--- src/rtl/player_input_port_pkg.sv ---
// player_input_port_pkg: register offsets, state encodings and sizes for player_input_port.
package player_input_port_pkg;
   localparam int NUM_PLAYERS = 4;
   localparam int PIN_GROUP_W = 5;
   localparam logic [2:0] STATUS_OFF = 3'd0;
   localparam logic [2:0] PLAYER0_OFF = 3'd1;
   localparam logic [2:0] SWITCH_OFF = 3'd5;
   localparam int ARM_BIT = 0;

   typedef enum logic [1:0] {IDLE, WAIT_PRESS, PRESSED, WAIT_RELEASE} deb_state_t;
   typedef enum logic {ARMED, LOCKED} round_state_t;

   function automatic logic [1:0] first_of(input logic [3:0] p);
      return p[0] ? 2'd0 : p[1] ? 2'd1 : p[2] ? 2'd2 : 2'd3;
   endfunction
endpackage

--- src/rtl/player_input_port_debounce.sv ---
// button_debounce: synchronises one active-high fire pin and emits a one-cycle press pulse.
// PLAYER_INPUT_DEBOUNCE_EN selects the counted debounce FSM; otherwise a plain rising-edge detect.
module button_debounce
   import player_input_port_pkg::*;
#(
   parameter int DEBOUNCE_CYCLES = 16
) (
   input  logic clk,
   input  logic rst,
   input  logic fire_in,
   output logic press
);
   logic s1_q, s2_q;
   logic unused_cfg;
   assign unused_cfg = (DEBOUNCE_CYCLES != 0);
`ifdef PLAYER_INPUT_DEBOUNCE_EN
   localparam int CW = $clog2(DEBOUNCE_CYCLES);
   localparam logic [CW-1:0] LAST = CW'(DEBOUNCE_CYCLES - 1);
   deb_state_t state_q, state_d;
   logic [CW-1:0] cnt_q, cnt_d;
   always_ff @(posedge clk or negedge rst) begin
      if (!rst) begin
         s1_q <= 1'b0;
         s2_q <= 1'b0;
         state_q <= IDLE;
         cnt_q <= '0;
      end else begin
         s1_q <= fire_in;
         s2_q <= s1_q;
         state_q <= state_d;
         cnt_q <= cnt_d;
      end
   end
   // The same counter times both the press and the release; it is cleared on every state change.
   always_comb begin
      state_d = state_q;
      cnt_d = '0;
      case (state_q)
         IDLE: state_d = s2_q ? WAIT_PRESS : IDLE;
         WAIT_PRESS: begin
            state_d = !s2_q ? IDLE : (cnt_q == LAST) ? PRESSED : WAIT_PRESS;
            cnt_d = (s2_q && cnt_q != LAST) ? cnt_q + 1'b1 : '0;
         end
         PRESSED: state_d = WAIT_RELEASE;
         WAIT_RELEASE: begin
            state_d = (!s2_q && cnt_q == LAST) ? IDLE : WAIT_RELEASE;
            cnt_d = (!s2_q && cnt_q != LAST) ? cnt_q + 1'b1 : '0;
         end
      endcase
   end
   assign press = (state_q == PRESSED);
`else
   logic s3_q, p_q, p_d;
   always_ff @(posedge clk or negedge rst) begin
      if (!rst) begin
         s1_q <= 1'b0;
         s2_q <= 1'b0;
         s3_q <= 1'b0;
         p_q <= 1'b0;
      end else begin
         s1_q <= fire_in;
         s2_q <= s1_q;
         s3_q <= s2_q;
         p_q <= p_d;
      end
   end
   always_comb p_d = s2_q && !s3_q;
   assign press = p_q;
`endif
endmodule

--- src/rtl/player_input_port.sv ---
// player_input_port: I/O-mapped responder latching player hex entries and the first presser per round.
// Define PLAYER_INPUT_DEBOUNCE_EN to debounce the fire pins; otherwise presses are raw edges.
module player_input_port
   import player_input_port_pkg::*;
#(
   parameter logic [15:0] BASE_ADR = 16'd43,
   parameter int DEBOUNCE_CYCLES = 16
) (
   input  logic        clk,
   input  logic        rst,
   input  logic [35:0] gpins,
   input  logic [15:0] adr,
   input  logic        memread,
   input  logic        memwrite,
   input  logic [15:0] writedata,
   output logic [15:0] rddata,
   output logic        firstPlayerFlag
);
   logic [19:0] nib_s1_d, nib_s1_q, nib_s2_q;
   logic [NUM_PLAYERS-1:0] p, pending_q, pending_d, rd_clr;
   logic [NUM_PLAYERS-1:0][3:0] val_q, val_d;
   logic [1:0] first_idx_q, first_idx_d;
   round_state_t round_q, round_d;
   logic [15:0] rddata_q, rddata_d, rd_val;
   logic [2:0] off;
   logic sel, rd, arm, take;
   logic unused_bits;

   assign unused_bits = ^{gpins[35:24], writedata[15:1]};

   for (genvar g = 0; g < NUM_PLAYERS; g++) begin : g_btn
      button_debounce #(.DEBOUNCE_CYCLES(DEBOUNCE_CYCLES)) u_btn (
         .clk(clk),
         .rst(rst),
         .fire_in(!gpins[PIN_GROUP_W*g+4]),
         .press(p[g])
      );
   end

   // Value nibbles of players 0..3 in [15:0], switches in [19:16], all made active-high.
   always_comb begin
      nib_s1_d = {~gpins[23:20], 16'd0};
      for (int i = 0; i < NUM_PLAYERS; i++) nib_s1_d[4*i +: 4] = ~gpins[PIN_GROUP_W*i +: 4];
   end

   always_ff @(posedge clk or negedge rst) begin
      if (!rst) begin
         nib_s1_q <= '0;
         nib_s2_q <= '0;
         pending_q <= '0;
         val_q <= '0;
         first_idx_q <= '0;
         round_q <= ARMED;
         rddata_q <= '0;
      end else begin
         nib_s1_q <= nib_s1_d;
         nib_s2_q <= nib_s1_q;
         pending_q <= pending_d;
         val_q <= val_d;
         first_idx_q <= first_idx_d;
         round_q <= round_d;
         rddata_q <= rddata_d;
      end
   end

   assign off = 3'(adr - BASE_ADR);

   // A press that coincides with the read-clear of its own player is accepted; an arm write beats everything.
   always_comb begin
      sel = (adr >= BASE_ADR) && (adr <= BASE_ADR + 16'd5);
      rd = memread && sel;
      arm = memwrite && sel && (off == STATUS_OFF) && writedata[ARM_BIT];
      pending_d = pending_q;
      val_d = val_q;
      first_idx_d = first_idx_q;
      round_d = round_q;
      rd_clr = '0;
      take = 1'b0;
      for (int i = 0; i < NUM_PLAYERS; i++) begin
         rd_clr[i] = rd && (off == 3'(PLAYER0_OFF + 3'(i)));
         take = p[i] && (!pending_q[i] || rd_clr[i]);
         pending_d[i] = arm ? 1'b0 : take ? 1'b1 : rd_clr[i] ? 1'b0 : pending_q[i];
         val_d[i] = arm ? 4'd0 : take ? nib_s2_q[4*i +: 4] : val_q[i];
      end
      if (arm) begin
         first_idx_d = 2'd0;
         round_d = ARMED;
      end else if (round_q == ARMED && |p) begin
         first_idx_d = first_of(p);
         round_d = LOCKED;
      end
      rd_val = (off == STATUS_OFF) ? {9'd0, round_q == LOCKED, first_idx_q, pending_q}
             : (off == SWITCH_OFF) ? {12'd0, nib_s2_q[19:16]}
             : {11'd0, pending_q[2'(off - 3'd1)], val_q[2'(off - 3'd1)]};
      rddata_d = rd ? rd_val : 16'd0;
   end

   assign rddata = rddata_q;
   assign firstPlayerFlag = (round_q == LOCKED);
endmodule
--- config.mk ---
export PLATFORM = sky130hd
export DESIGN_NAME = player_input_port
export DESIGN_NICKNAME = d
export VERILOG_FILES = /design/src/rtl/player_input_port_pkg.sv /design/src/rtl/player_input_port_debounce.sv /design/src/rtl/player_input_port.sv
export SDC_FILE = /design/constraint.sdc
export NUM_CORES = 1
export LEC_CHECK = 0
export ABC_AREA = 1
export CAP_MARGIN = 20
export CORE_MARGIN = 2
export CORE_UTILIZATION = 51
export CTS_BUF_LIST = sky130_fd_sc_hd__clkbuf_4 sky130_fd_sc_hd__clkbuf_8 sky130_fd_sc_hd__clkbuf_16
export DETAILED_ROUTE_END_ITERATION = 8
export GPL_TIMING_DRIVEN = 1
export PLACE_DENSITY = 0.83
export SYNTH_ARGS = -nofsm -noshare
export SYNTH_HDL_FRONTEND = slang
export SYNTH_SLANG_ARGS = --single-unit
export TNS_END_PERCENT = 50
--- constraint.sdc ---
create_clock -name clk -period 3.6 [get_ports clk]
set_clock_uncertainty 0.05 [all_clocks]
set_input_delay 0.9 -clock clk [delete_from_list [all_inputs] [get_ports clk]]
set_output_delay 0.9 -clock clk [all_outputs]
set_load 0.01 [all_outputs]
==> out/qor.yml <==
dr.pass1.iters: 4
drtIter0Drc: 134
period_needed_ps: 2580
drv_slew: 0
cts.sinks: 86
io_buffers: 52
cts_buffer_depth: 2
p_per_area_nw_per_um2: 487
synth_top_area_share_pct: 65.0
hold_class: "reg -> reg"
die_area_um2: 7160
synth_top_area_cell: "dfrtp_1"
critPathCaptureType: "register"
grt_max_degree: 87
cp-start-kind: "input port"
cts-buffers-inserted: 9
gp_congestion: 0.857
clk_pin_slew_ps: 80
switchingPower_w: 0.000409
post_cts_buffers: 0
drc: 0
status: "complete, no violations"
die_y_um: 84.6
ys_seq_area_share_pct: 65.0
crit_type: "in -> reg"
drt-vias-per-instance: 4.90
synth-edff-count: 0
die_x_um: 84.6
grt_pass1_vias: 2169
maxCapViolations: 0
htree_levels: 3
worstPathMaxFanout: 36
pin_count: 89
insertion_delay_ps: 350
routed_wirelength_um: 5490
core_um2: 6310
num_vias: 2208
syn_inst: 310
yosysUniqueCellTypes: 25
setup_violations: 0
synth_area_leaders: "dfrtp_1 (65%), inv_1 (5.6%), nand2_1 (4.2%), nor2_1 (4.0%), nand4_1 (3.4%)"
avgSynthCellArea_um2: 10.7
comb_power_share_pct: 6.1
arrival_ps: 2780
p_int_w: 0.00161
fin_crit_sh_pct: 71.7
netlist_top_cells_count: "dfrtp_1 (86), inv_1 (49), nand2_1 (37)"
synth-async-reset-ratio_pct: 100
finalSetupTns_ps: 0
grt_remaining_overflow: 0
grt_use_total_pct: 17.3
nNetsFinal: 441
postPlaceCellArea_um2: 3850
dp_slack_ps: 688
fin_area_um2: 4160
syn_area_um2: 3310
cp.required_ps: 3800
post-synth-top-count-cell: "dfrtp_1"
cts_hold_buf: 0
fin_ws_ps: 1020
antenna_found_initial: 0
start_util_pct: 52.5
fp-row-count: 29
finalPower_w: 0.00202
finalHoldViolations: 0
dp.final_hpwl_um: 3950
leakagePower_nw: 2.12
cts_tree: "done"
root_buffer: "clkbuf_8"
grt_pass1_wl_um: 9540
rsz0062_at_grt: "false"
synth_warnings: 0
antennaDiodeCount: 0
area_delta_synth_final_pct: 25.5
fmax_mhz: 387
switching_share_pct: 20.2
share_seq_of_total_power_pct: 49.9
ys_seq_elements: 86
post_drt_wl_per_cell_um: 12.2
p_clk_share_pct: 44.0
ctsResizeCount: 0
ir_worst_vdd_uv: 446
ant_nets: 0
ys.flop_type: "dfrtp_1"
drive_above_1_share_pct: 11.8
[critical path: stages]
cell and delay, ps:
clkdlybuf4s50_1 560, nand2_2 190, nand2_1 70, nand2_1 70, nand2_2 80, nand2_4 90
nor2_8 50, nand2_4 270, inv_1 210, o31ai_1 270
[layout by cell type (no fill, tap or decap)]
cell	netlist	layout
dfrtp_1	86	86
clkdlybuf4s50_1	0	51
inv_1	49	49
nand2_1	37	37
nor2_1	35	35
nand3_1	20	20
nand4_1	18	18
clkbuf_8	0	10
conb_1	1	9
nand2_4	8	8
nand2_2	6	6
a21oi_1	6	6
or2_2	6	6
o21ai_0	5	5
o22ai_1	4	4
nand3_2	4	4
bufinv_16	0	4
nor4_1	3	3
o221ai_1	2	2
o31ai_1	2	2
nor2_2	1	1
nand3b_1	1	1
o21bai_1	1	1
and2_0	1	1
nor2_8	1	1
inv_8	0	1
inv_6	0	1
buf_4	9	1
buf_16	0	1
[cells by family after synthesis]
kind of cell,count (synthesis),share of synthesized area [%]
compound gates,20,3.63
other cells,1,0.113
buf+inv,62,8.76
simple gates,141,22.5
flops,86,65.0
[registers in the layout, summed over array words and instances (netlist names)]
name	count
first_idx_q	2
g_btn.u_btn.s3_q	4
firstPlayerFlag	1
val_q	16
g_btn.u_btn.s2_q	4
pending_q	4
rddata	7
g_btn.u_btn.press	4
g_btn.u_btn.s1_q	4
nib_s2_q	20
nib_s1_q	20
[power by group through the flow]
stage | clock network (W) | registers [W] | logic (W)
6_report | 0.000890 | 0.00101 | 0.000123
3_3_place_gp | 0 | 0.00103 | 0.000118
3_5_place_dp | 0 | 0.00103 | 0.000120
2_1_floorplan | 0 | 0.00103 | 0.0000505
5_1_grt | 0.000949 | 0.00101 | 0.000138
4_1_cts | 0.000908 | 0.00101 | 0.000121
[stage by stage]
step / hold slack, ps / util (%) / cells
2_1_floorplan: 281 / - / 318
6_report: 301 / 65.8 / 451
3_5_place_dp: 286 / 61.0 / 434
3_3_place_gp: 282 / 61.0 / 434
4_1_cts: 304 / 65.4 / 450
5_1_grt: 309 / 65.8 / 451
[routing by layer]
layer / track usage, % / vias to the layer above / routed length, um
met5: 0 / - / 0
li1: - / 1083 / -
met2: 27.3 / 68 / 2720
met3: 4.92 / 14 / 325
met4: 8.37 / 0 / 126
met1: 22.1 / 1043 / 2320
[layout make-up]
class	count	area, um^2
Multi-Input combinational cell	170	901
Timing Repair Buffer	53	546
Inverter	49	184
Tap cell	77	96.3
Sequential cell	86	2150
Clock inverter	6	140
Fill cell	520	2160
Clock buffer	10	138
[final timing paths]
| kind | slack (ps) | start | end | cells after the start |
|---|---|---|---|---|
| max reg2reg | 2160 | g_btn[2].u_btn.press$_DFF_PN0_ | first_idx_q[0]$_DFFE_PN0P_ | 4 |
| min | 300 | nib_s1_q[12]$_DFF_PN0_ | nib_s2_q[12]$_DFF_PN0_ | 0 |
| max | 1020 | adr[0] | first_idx_q[0]$_DFFE_PN0P_ | 10 |
| max in group asynchronous | 2540 | rst | rddata[5]$_DFF_PN0_ | 2 |
| min in group asynchronous | 390 | rst | nib_s1_q[13]$_DFF_PN0_ | 1 |
| min reg2reg | 300 | nib_s1_q[12]$_DFF_PN0_ | nib_s2_q[12]$_DFF_PN0_ | 0 |
Note: power is estimated with default switching activity, not from simulation.
